**src/rtl/cp0_pkg.sv**
```systemverilog
// Shared CP0 definitions: exception codes, register numbers, field positions
// and the default handler entry point for the exception/flush controller.
package cp0_pkg;

  localparam logic [4:0] EXC_INT  = 5'd0;
  localparam logic [4:0] EXC_ADEL = 5'd4;
  localparam logic [4:0] EXC_ADES = 5'd5;
  localparam logic [4:0] EXC_SYS  = 5'd8;
  localparam logic [4:0] EXC_RI   = 5'd10;
  localparam logic [4:0] EXC_OV   = 5'd12;

  localparam logic [4:0] CP0_BADVADDR = 5'd8;
  localparam logic [4:0] CP0_SR       = 5'd12;
  localparam logic [4:0] CP0_CAUSE    = 5'd13;
  localparam logic [4:0] CP0_EPC      = 5'd14;

  localparam int unsigned SR_IE        = 0;
  localparam int unsigned SR_EXL       = 1;
  localparam int unsigned SR_IM_LO     = 10;
  localparam int unsigned CAUSE_EXC_LO = 2;
  localparam int unsigned CAUSE_IP_LO  = 10;
  localparam int unsigned CAUSE_BD     = 31;

  localparam logic [31:0] HANDLER_PC_DEF = 32'h0000_4180;

  typedef enum logic {
    ST_RUN = 1'b0,
    ST_EXC = 1'b1
  } mode_e;

endpackage

```
**src/rtl/exc_prio_enc.sv**
```systemverilog
// Fixed-priority encoder: pending interrupt and M-stage exception flags
// reduced to a valid bit and the winning ExcCode.
module exc_prio_enc
  import cp0_pkg::*;
(
  input  logic       int_i,
  input  logic       adel1_i,
  input  logic       ri_i,
  input  logic       sys_i,
  input  logic       ov_i,
  input  logic       adel2_i,
  input  logic       ades_i,
  output logic       valid_o,
  output logic [4:0] code_o
);

  always_comb begin
    valid_o = 1'b1;
    code_o  = EXC_INT;
    if (int_i)        code_o = EXC_INT;
    else if (adel1_i) code_o = EXC_ADEL;
    else if (ri_i)    code_o = EXC_RI;
    else if (sys_i)   code_o = EXC_SYS;
    else if (ov_i)    code_o = EXC_OV;
    else if (adel2_i) code_o = EXC_ADEL;
    else if (ades_i)  code_o = EXC_ADES;
    else              valid_o = 1'b0;
  end

endmodule

```
**src/rtl/exc_flush_ctrl.sv**
```systemverilog
// CP0-style exception/interrupt controller for the M stage: flush request,
// SR/Cause/EPC state, mfc0/mtc0 and eret. BadVAddr exists only with BADVADDR_EN.
module exc_flush_ctrl
  import cp0_pkg::*;
#(
  parameter logic [31:0] HANDLER_PC = HANDLER_PC_DEF,
  parameter logic [5:0]  IM_RESET   = 6'b000000
) (
  input  logic        clk,
  input  logic        reset,
  input  logic [31:0] MEMPC,
  input  logic        MEMValid,
  input  logic        MEMBD,
  input  logic        MEMAdEL_1,
  input  logic        MEMAdEL_2,
  input  logic        MEMAdES,
  input  logic        MEMOv,
  input  logic        MEMRI,
  input  logic        MEMSyscall,
  input  logic [31:0] MEMALUOut,
  input  logic        MEMEret,
  input  logic        CP0We,
  input  logic [4:0]  CP0Addr,
  input  logic [31:0] CP0WD,
  input  logic [5:0]  HWInt,
  output logic [31:0] CP0RD,
  output logic        Req,
  output logic        EretRedirect,
  output logic [31:0] EPCOut,
  output logic        EXL
);

  mode_e       mode_q, mode_d;
  logic [5:0]  im_q, im_d, ip_q;
  logic        ie_q, ie_d, bd_q, bd_d;
  logic [4:0]  code_q, code_d;
  logic [31:0] epc_q, epc_d;

  logic        exl, int_pend, enc_valid, req, eret, mtc0;
  logic [4:0]  enc_code;
  logic [31:0] sr_word, cause_word, badv_word;

  // The handler address is applied by the fetch redirect mux outside this block.
  logic unused_handler_pc;
  assign unused_handler_pc = ^HANDLER_PC;

  assign exl      = (mode_q == ST_EXC);
  assign int_pend = (|(HWInt & im_q)) & ie_q;

  exc_prio_enc u_enc (
    .int_i   (int_pend),
    .adel1_i (MEMAdEL_1),
    .ri_i    (MEMRI),
    .sys_i   (MEMSyscall),
    .ov_i    (MEMOv),
    .adel2_i (MEMAdEL_2),
    .ades_i  (MEMAdES),
    .valid_o (enc_valid),
    .code_o  (enc_code)
  );

  assign req  = ~reset & ~exl & MEMValid & enc_valid;
  assign eret = ~reset & exl & MEMValid & MEMEret;
  assign mtc0 = CP0We & MEMValid & ~req;

  always_comb begin
    mode_d = mode_q;
    im_d   = im_q;
    ie_d   = ie_q;
    bd_d   = bd_q;
    code_d = code_q;
    epc_d  = epc_q;
    // Exception entry overrides any mtc0 issued by the same instruction.
    if (req) begin
      mode_d = ST_EXC;
      code_d = enc_code;
      bd_d   = MEMBD;
      epc_d  = MEMBD ? (MEMPC - 32'd4) : MEMPC;
    end else begin
      if (eret) mode_d = ST_RUN;
      if (mtc0 && (CP0Addr == CP0_SR)) begin
        im_d   = CP0WD[SR_IM_LO +: 6];
        ie_d   = CP0WD[SR_IE];
        mode_d = mode_e'(CP0WD[SR_EXL]);
      end
      if (mtc0 && (CP0Addr == CP0_EPC)) epc_d = CP0WD;
    end
  end

  always_ff @(posedge clk) begin
    if (reset) begin
      mode_q <= ST_RUN;
      im_q   <= IM_RESET;
      ie_q   <= 1'b0;
      bd_q   <= 1'b0;
      ip_q   <= '0;
      code_q <= '0;
      epc_q  <= '0;
    end else begin
      mode_q <= mode_d;
      im_q   <= im_d;
      ie_q   <= ie_d;
      bd_q   <= bd_d;
      ip_q   <= HWInt;
      code_q <= code_d;
      epc_q  <= epc_d;
    end
  end

`ifdef BADVADDR_EN
  logic [31:0] badv_q;
  always_ff @(posedge clk) begin
    if (reset) badv_q <= '0;
    else if (req && (enc_code == EXC_ADEL) && MEMAdEL_1) badv_q <= MEMPC;
    else if (req && ((enc_code == EXC_ADEL) || (enc_code == EXC_ADES))) badv_q <= MEMALUOut;
  end
  assign badv_word = badv_q;
`else
  logic unused_aluout;
  assign unused_aluout = ^MEMALUOut;
  assign badv_word     = '0;
`endif

  always_comb begin
    sr_word                          = '0;
    sr_word[SR_IM_LO +: 6]           = im_q;
    sr_word[SR_EXL]                  = exl;
    sr_word[SR_IE]                   = ie_q;
    cause_word                       = '0;
    cause_word[CAUSE_BD]             = bd_q;
    cause_word[CAUSE_IP_LO +: 6]     = ip_q;
    cause_word[CAUSE_EXC_LO +: 5]    = code_q;
  end

  always_comb begin
    CP0RD = '0;
    if (!reset) begin
      case (CP0Addr)
        CP0_BADVADDR: CP0RD = badv_word;
        CP0_SR:       CP0RD = sr_word;
        CP0_CAUSE:    CP0RD = cause_word;
        CP0_EPC:      CP0RD = epc_q;
        default:      CP0RD = '0;
      endcase
    end
  end

  assign Req          = req;
  assign EretRedirect = eret;
  assign EPCOut       = reset ? '0 : epc_q;
  assign EXL          = exl;

endmodule

```
**config.mk**
```make
export PLATFORM = sky130hd
export DESIGN_NAME = exc_flush_ctrl
export DESIGN_NICKNAME = d
export VERILOG_FILES = /design/src/rtl/cp0_pkg.sv /design/src/rtl/exc_prio_enc.sv /design/src/rtl/exc_flush_ctrl.sv
export SDC_FILE = /design/constraint.sdc
export NUM_CORES = 1
export LEC_CHECK = 0
export BUFFER_PORTS_ARGS = -buffer_cell sky130_fd_sc_hd__buf_2
export CAP_MARGIN = 20
export CELL_PAD_IN_SITES_DETAIL_PLACEMENT = 1
export CELL_PAD_IN_SITES_GLOBAL_PLACEMENT = 1
export CORE_ASPECT_RATIO = 1.1
export CORE_UTILIZATION = 29
export CTS_BUF_LIST = sky130_fd_sc_hd__clkbuf_8
export DETAILED_ROUTE_END_ITERATION = 8
export PLACE_DENSITY_LB_ADDON = 0.1
export RECOVER_POWER = 25
export SLEW_MARGIN = 25
export SYNTH_ARGS = -nofsm -noshare
export SYNTH_HDL_FRONTEND = slang
export SYNTH_SLANG_ARGS = --single-unit
```
**constraint.sdc**
```tcl
create_clock -name clk -period 1.87 [get_ports clk]
set_clock_uncertainty 0.05 [all_clocks]
set_input_delay 0.187 -clock clk [delete_from_list [all_inputs] [get_ports clk]]
set_output_delay 0.187 -clock clk [all_outputs]
set_load 0.05 [all_outputs]
```
* Word-level counts from Yosys, hierarchy flattened *
Cells that the tools add are included.
Widths: inputs -> output; s select.

storage, ports and cells
  flip-flop bits (word level) = 52
  bits of input ports = 119
  output and inout port bits = 67
  logic and storage cells = 53

operators by class
  add/subtract/negate cells = 1
  equal/unequal tests = 3
  muxes and demuxes = 23
  bitwise operators = 13
  reductions and logical operators = 6

operators with widths
  cell                   number
  $mux 32                5
  $pmux 32 s3            1
  $sub 32x3->32 const B  1
  $mux 5                 6
  $eq 5x4->1 const B     3
  $mux 1                 10
  $and 1x1->1            9
  $and 6x6->6            1
  $reduce_or 6->1        1
  $mux 3                 1
  $not 1->1              3
  $reduce_bool 3->1      1
  $logic_and 1x1->1      2
  $reduce_and 2->1       1
  $reduce_bool 2->1      1

* Logic depth before layout (Yosys ltp) *
  depth in word-level cells = 13
  mapped depth = 8
  mapped depth without buffers = 7

* Hierarchy *
Synthesis repeated with hierarchy kept, for this count alone.

second synthesis, totals
  cell total of the unflattened synthesis = 399
  area total of the unflattened synthesis = 3375.7 µm²

modules (own cells, without submodules)
  module          times used  cells an instance  area each (µm²)  seq. area each (µm²)
  exc_flush_ctrl  1           388                3296.9           1041.0
  exc_prio_enc    1           11                 78.8             0.0

* Worst setup path before layout *
Ideal clock, no wire load.

  kind = flip-flop to flip-flop
  start = register mode_q, in the netlist EXL
  end = register epc_q[23]
  library setup time = 0.167 ns
  data arrival time = 2.219 ns
  data required time = 1.653 ns
  path slack = -0.566 ns
  cell stages (with the launch flop) = 7
  buffers on the path = 2
  clock period less this slack = 2.436 ns
  path through = dfxtp_1 -> nor3b_1 -> o21ai_1 -> inv_2 -> clkbuf_1 -> clkbuf_1 -> a211oi_1

between the ends
  word-level cells in the longest chain between the ends = 8
  elaborated cells between the ends (all ways) = 9
  classes of those cells = mux: 1; bitwise: 6; reduce/logical: 2

RTL lines
  element                             line                   text
  from (decl)                         exc_flush_ctrl.sv:33   mode_e mode_q, mode_d;
  from (signal assigned)              exc_flush_ctrl.sv:100  mode_q <= mode_d;
  $not 1->1 *                         exc_flush_ctrl.sv:62   assign req = ~reset & ~exl & MEMValid & enc_valid;
  $and 1x1->1 * (3 in series)         exc_flush_ctrl.sv:62
  via Req                             exc_flush_ctrl.sv:27   output logic Req,
  $not 1->1 (no source line)          n/a
  $and 1x1->1                         exc_flush_ctrl.sv:64   assign mtc0 = CP0We & MEMValid & ~req;
  $logic_and 1x1->1                   exc_flush_ctrl.sv:86   if (mtc0 && (CP0Addr == CP0_EPC)) epc_d = CP0WD;
  $reduce_bool 2->1 (no source line)  n/a
  to (signal assigned)                exc_flush_ctrl.sv:106  epc_q <= epc_d;
  to (decl)                           exc_flush_ctrl.sv:37   logic [31:0] epc_q, epc_d;

Mark *: on every way through the listed nets, which the timed path passes. The rest lies on a longest branch.
A chain may end at the register's enable or synchronous reset.

* Worst setup path after layout *
  start = register im_q[1]
  end = output port Req

between the ends
  word-level cells in the longest chain between the ends = 5

RTL lines
  element                 line                   text
  from (decl)             exc_flush_ctrl.sv:34   logic [5:0] im_q, im_d, ip_q;
  from (signal assigned)  exc_flush_ctrl.sv:101  im_q <= im_d;
  $and 6x6->6             exc_flush_ctrl.sv:48   assign int_pend = (|(HWInt & im_q)) & ie_q;
  $reduce_or 6->1         exc_flush_ctrl.sv:48
  $and 1x1->1             exc_flush_ctrl.sv:48
  $mux 1                  exc_prio_enc.sv:20     if (int_i) code_o = EXC_INT;
  $and 1x1->1             exc_flush_ctrl.sv:62
  to (decl)               exc_flush_ctrl.sv:27

Every way passes these cells.

==> summary.txt <==
Outcome
  – Status: finished, final reports clean

Worst setup path
  – Reg-to-Reg Start: im_q[1]$_SDFFE_PP0P_
  – Worst Path Max Fanout: 3
  – CP arrival: 1570 ps
  – Launch point of the worst path: im_q[1]$_SDFFE_PP0P_
  – Setup CP Type: flip-flop to output port
  – CP Capture Type: output port
  – Worst endpoint required time: 1630 ps
  – FF-to-FF setup slack: 90 ps
  – CP Launch Type: flip-flop

Yosys
  – FF+latch count, synth: 51
  – Mean post-synth cell area: 8.32 um2
  – Biggest area consumer among synthesized cells: dfxtp_1
  – Post-synth EDFFs: 0
  – Warnings, synthesis: 0
  – Yosys cell types: 47
  – Synth area leaders: dfxtp_1 30%, nor2b_1 11%, a211oi_1 10%
  – Synth Instances: 414
  – Mapped Area: 3440 um2
  – Synth async-reset ratio: 0
  – Syn Nets: 534
  – Post-synthesis sequential area ratio: 0.296
  – Share of the synthesized area in the top cell type: 0.296
  – Post-synth top flop: dfxtp_1

Drt
  – DRT antenna net count: 0
  – Avg WL per Cell: 15.7 um
  – Residual DRC: 0
  – First-pass DRT Iterations: 4
  – DRT iter0 DRCs: 86
  – Vias: 3,671
  – Final wirelength: 11.8 mm
  – Vias per inst: 4.89

CTS
  – Worst-path clk slew: 110 ps
  – CTS tree: yes
  – Later-pin clock latency in the skew report: 330 ps
  – CTS HTree Levels: 2
  – Clock root buffer master: clkbuf_8
  – Sink Count: 51
  – Inserted Clock Buffers: 5
  – Longest Clk Path Bufs: 2

Power and ir drop
  – Logic pwr share: 0.271
  – Max VDD drop: 0.340 mV
  – Switching Fraction: 0.342
  – Seq pwr share: 0.460
  – Leak: 2.07 nW
  – P per Cell Area: 522 nW/um2
  – Int Power: 1.71 mW
  – Clk pwr share: 0.270
  – Net switching power: 0.892 mW

Die
  – Die area: 12,300 um2
  – Boundary pin count: 186
  – Chip Height: 116 um
  – Starting Density: 0.298
  – Std cell rows: 41
  – CORE AREA: 11,500 um2
  – Die X: 106 um

STA
  – Final period utilization: 0.966
  – RSZ-0062 raised after global routing: yes
  – Fin Hold WS: 48.2 ps
  – Final Hold Fails: 0
  – Final setup viols: 0
  – Fmax: 0.553 GHz
  – Setup ws final: 62.9 ps
  – Tmin final: 1810 ps
  – Max-slew headroom: 0.579
  – Worst-Margin Slew: 632 ps
  – Final setup TNS: 0 ps
  – Slew Limit Fails: 0

Final layout
  – ANT cells: 0
  – Fin nets: 720
  – Synthesis-to-finish area growth: 45.0%
  – Share of cells above drive strength 1: 0.433
  – Util after Layout: 0.433

Place
  – Detail Placement HPWL: 9.37 mm
  – Buffers on Ports: 153
  – GPL Wtd Cong: 0.768
  – DP Worst Slack: -148 ps

Run
  – Max Cap Viol: 0

Global routing
  – Initial antenna violation count: 0
  – GR met2 Demand/Resource: 0.353
  – Pin count of the biggest net entering global routing: 61
  – Global-route wire length before repair: 18.9 mm
  – Grt met3 use: 0.0374
  – M1 GR Usage: 0.243
  – Vias in the first global route: 3,683
  – GRT Total Usage: 0.195
  – GRT busiest layer: met2
  – Gr ovfl total: 0

Worst hold path
  – Hold Crit Class: primary input to flip-flop
  – Hold_sp: HWInt[3]
[cells in the mapped netlist, drive strengths merged, types with 8 or more instances]
| library cell | count |
|---|---|
| xnor2 | 21 |
| nor2b | 61 |
| and2 | 19 |
| nand2 | 12 |
| a21oi | 14 |
| or3 | 8 |
| nor2 | 43 |
| clkbuf | 26 |
| nor3 | 15 |
| dfxtp | 51 |
| nor4 | 10 |
| a22oi | 8 |
| mux2i | 25 |
| a211oi | 50 |
[cell families (layout without fill, tap and decap cells)]
family	Yosys count	count (layout)	synth area share
fa+ha+maj	1	1	0.00363
flops	51	51	0.296
xor+xnor	27	27	0.0687
simple gates	189	189	0.340
compound gates	86	86	0.179
mux	25	25	0.0726
buf+inv	35	222	0.0403
[placed cells by master (no fill, tap or decap), drive strengths merged, types with 3 or more instances in the layout]
cell type,Yosys,final
buf,4,186
nor2b,61,61
dfxtp,51,51
a211oi,50,50
nor2,43,43
clkbuf,26,28
mux2i,25,25
xnor2,21,21
and2,19,19
nor3,15,15
a21oi,14,14
nand2,12,12
nor4,10,10
or3,8,8
a22oi,8,8
inv,5,7
xor2,6,6
o21ai,6,6
or4,4,4
nand3b,3,3
nand2b,3,3
nand3,3,3
nand4b,3,3
a311oi,3,3
[registers in the layout, summed over array words and instances, names as in the netlist]
| name | flops |
|---|---|
| bd_q | 1 |
| im_q | 6 |
| EXL | 1 |
| ie_q | 1 |
| ip_q | 6 |
| code_q | 4 |
| epc_q | 32 |
[path summary, 6_finish.rpt]
check             depth (start not counted)                     end
setup reg to reg                          8   epc_q[4]$_SDFFE_PP0P_
hold reg to reg                           2  code_q[0]$_SDFFE_PP0N_
hold / removal                            2      ip_q[3]$_SDFF_PP0_
setup / recovery                          6                     Req
[cell type report]
cell class,instances,area (um2)
fillers,1429,6550
clock inverters,3,25.0
repair buffers,209,1240
inverters,5,21.3
well taps,150,188
clock buffers,5,68.8
multi-input cells,328,2430
flip-flops and latches,51,1030
[layer usage]
metal / share of wire / routed length (um)
met1: 0.44 / 5150
met2: 0.51 / 5960
met4: 0.0063 / 74
met3: 0.051 / 601
met5: 0 / 0
[power by group through the flow]
stage | Combinational [mW] | Sequential, mW | Clock (mW)
2_1_floorplan | 0.410 | 1.21 | 0
3_3_place_gp | 0.677 | 1.22 | 0
3_5_place_dp | 0.689 | 1.22 | 0
4_1_cts | 0.706 | 1.20 | 0.735
5_1_grt | 0.765 | 1.21 | 0.776
6_report | 0.706 | 1.20 | 0.703
[through the flow]
step           area [um2]  total power [mW]  std cells
6_report             5000              2.61        751
5_1_grt              5000              2.75        751
3_3_place_gp         4790              1.90        739
2_1_floorplan        3510              1.62        414
3_5_place_dp         4790              1.91        739
4_1_cts              4970              2.64        751
[timing repair]
| action | 4_1_cts | 5_1_grt |
|---|---|---|
| hold buffers | 0 | 0 |
| setup endpoints to repair | 1 | 24 |
| resized for setup | 15 | 8 |
| pin swaps | 3 | 3 |
| buffers inserted | 4 | 0 |
[worst max-delay path, stage by stage, from the launching register on]
cell     delay (ps)
dfxtp_1         360
a22oi_2         250
a31oi_4         140
o21ai_4         180
inv_4            50
buf_8           120
buf_8           140
Note: power is estimated with default switching activity, not from simulation.
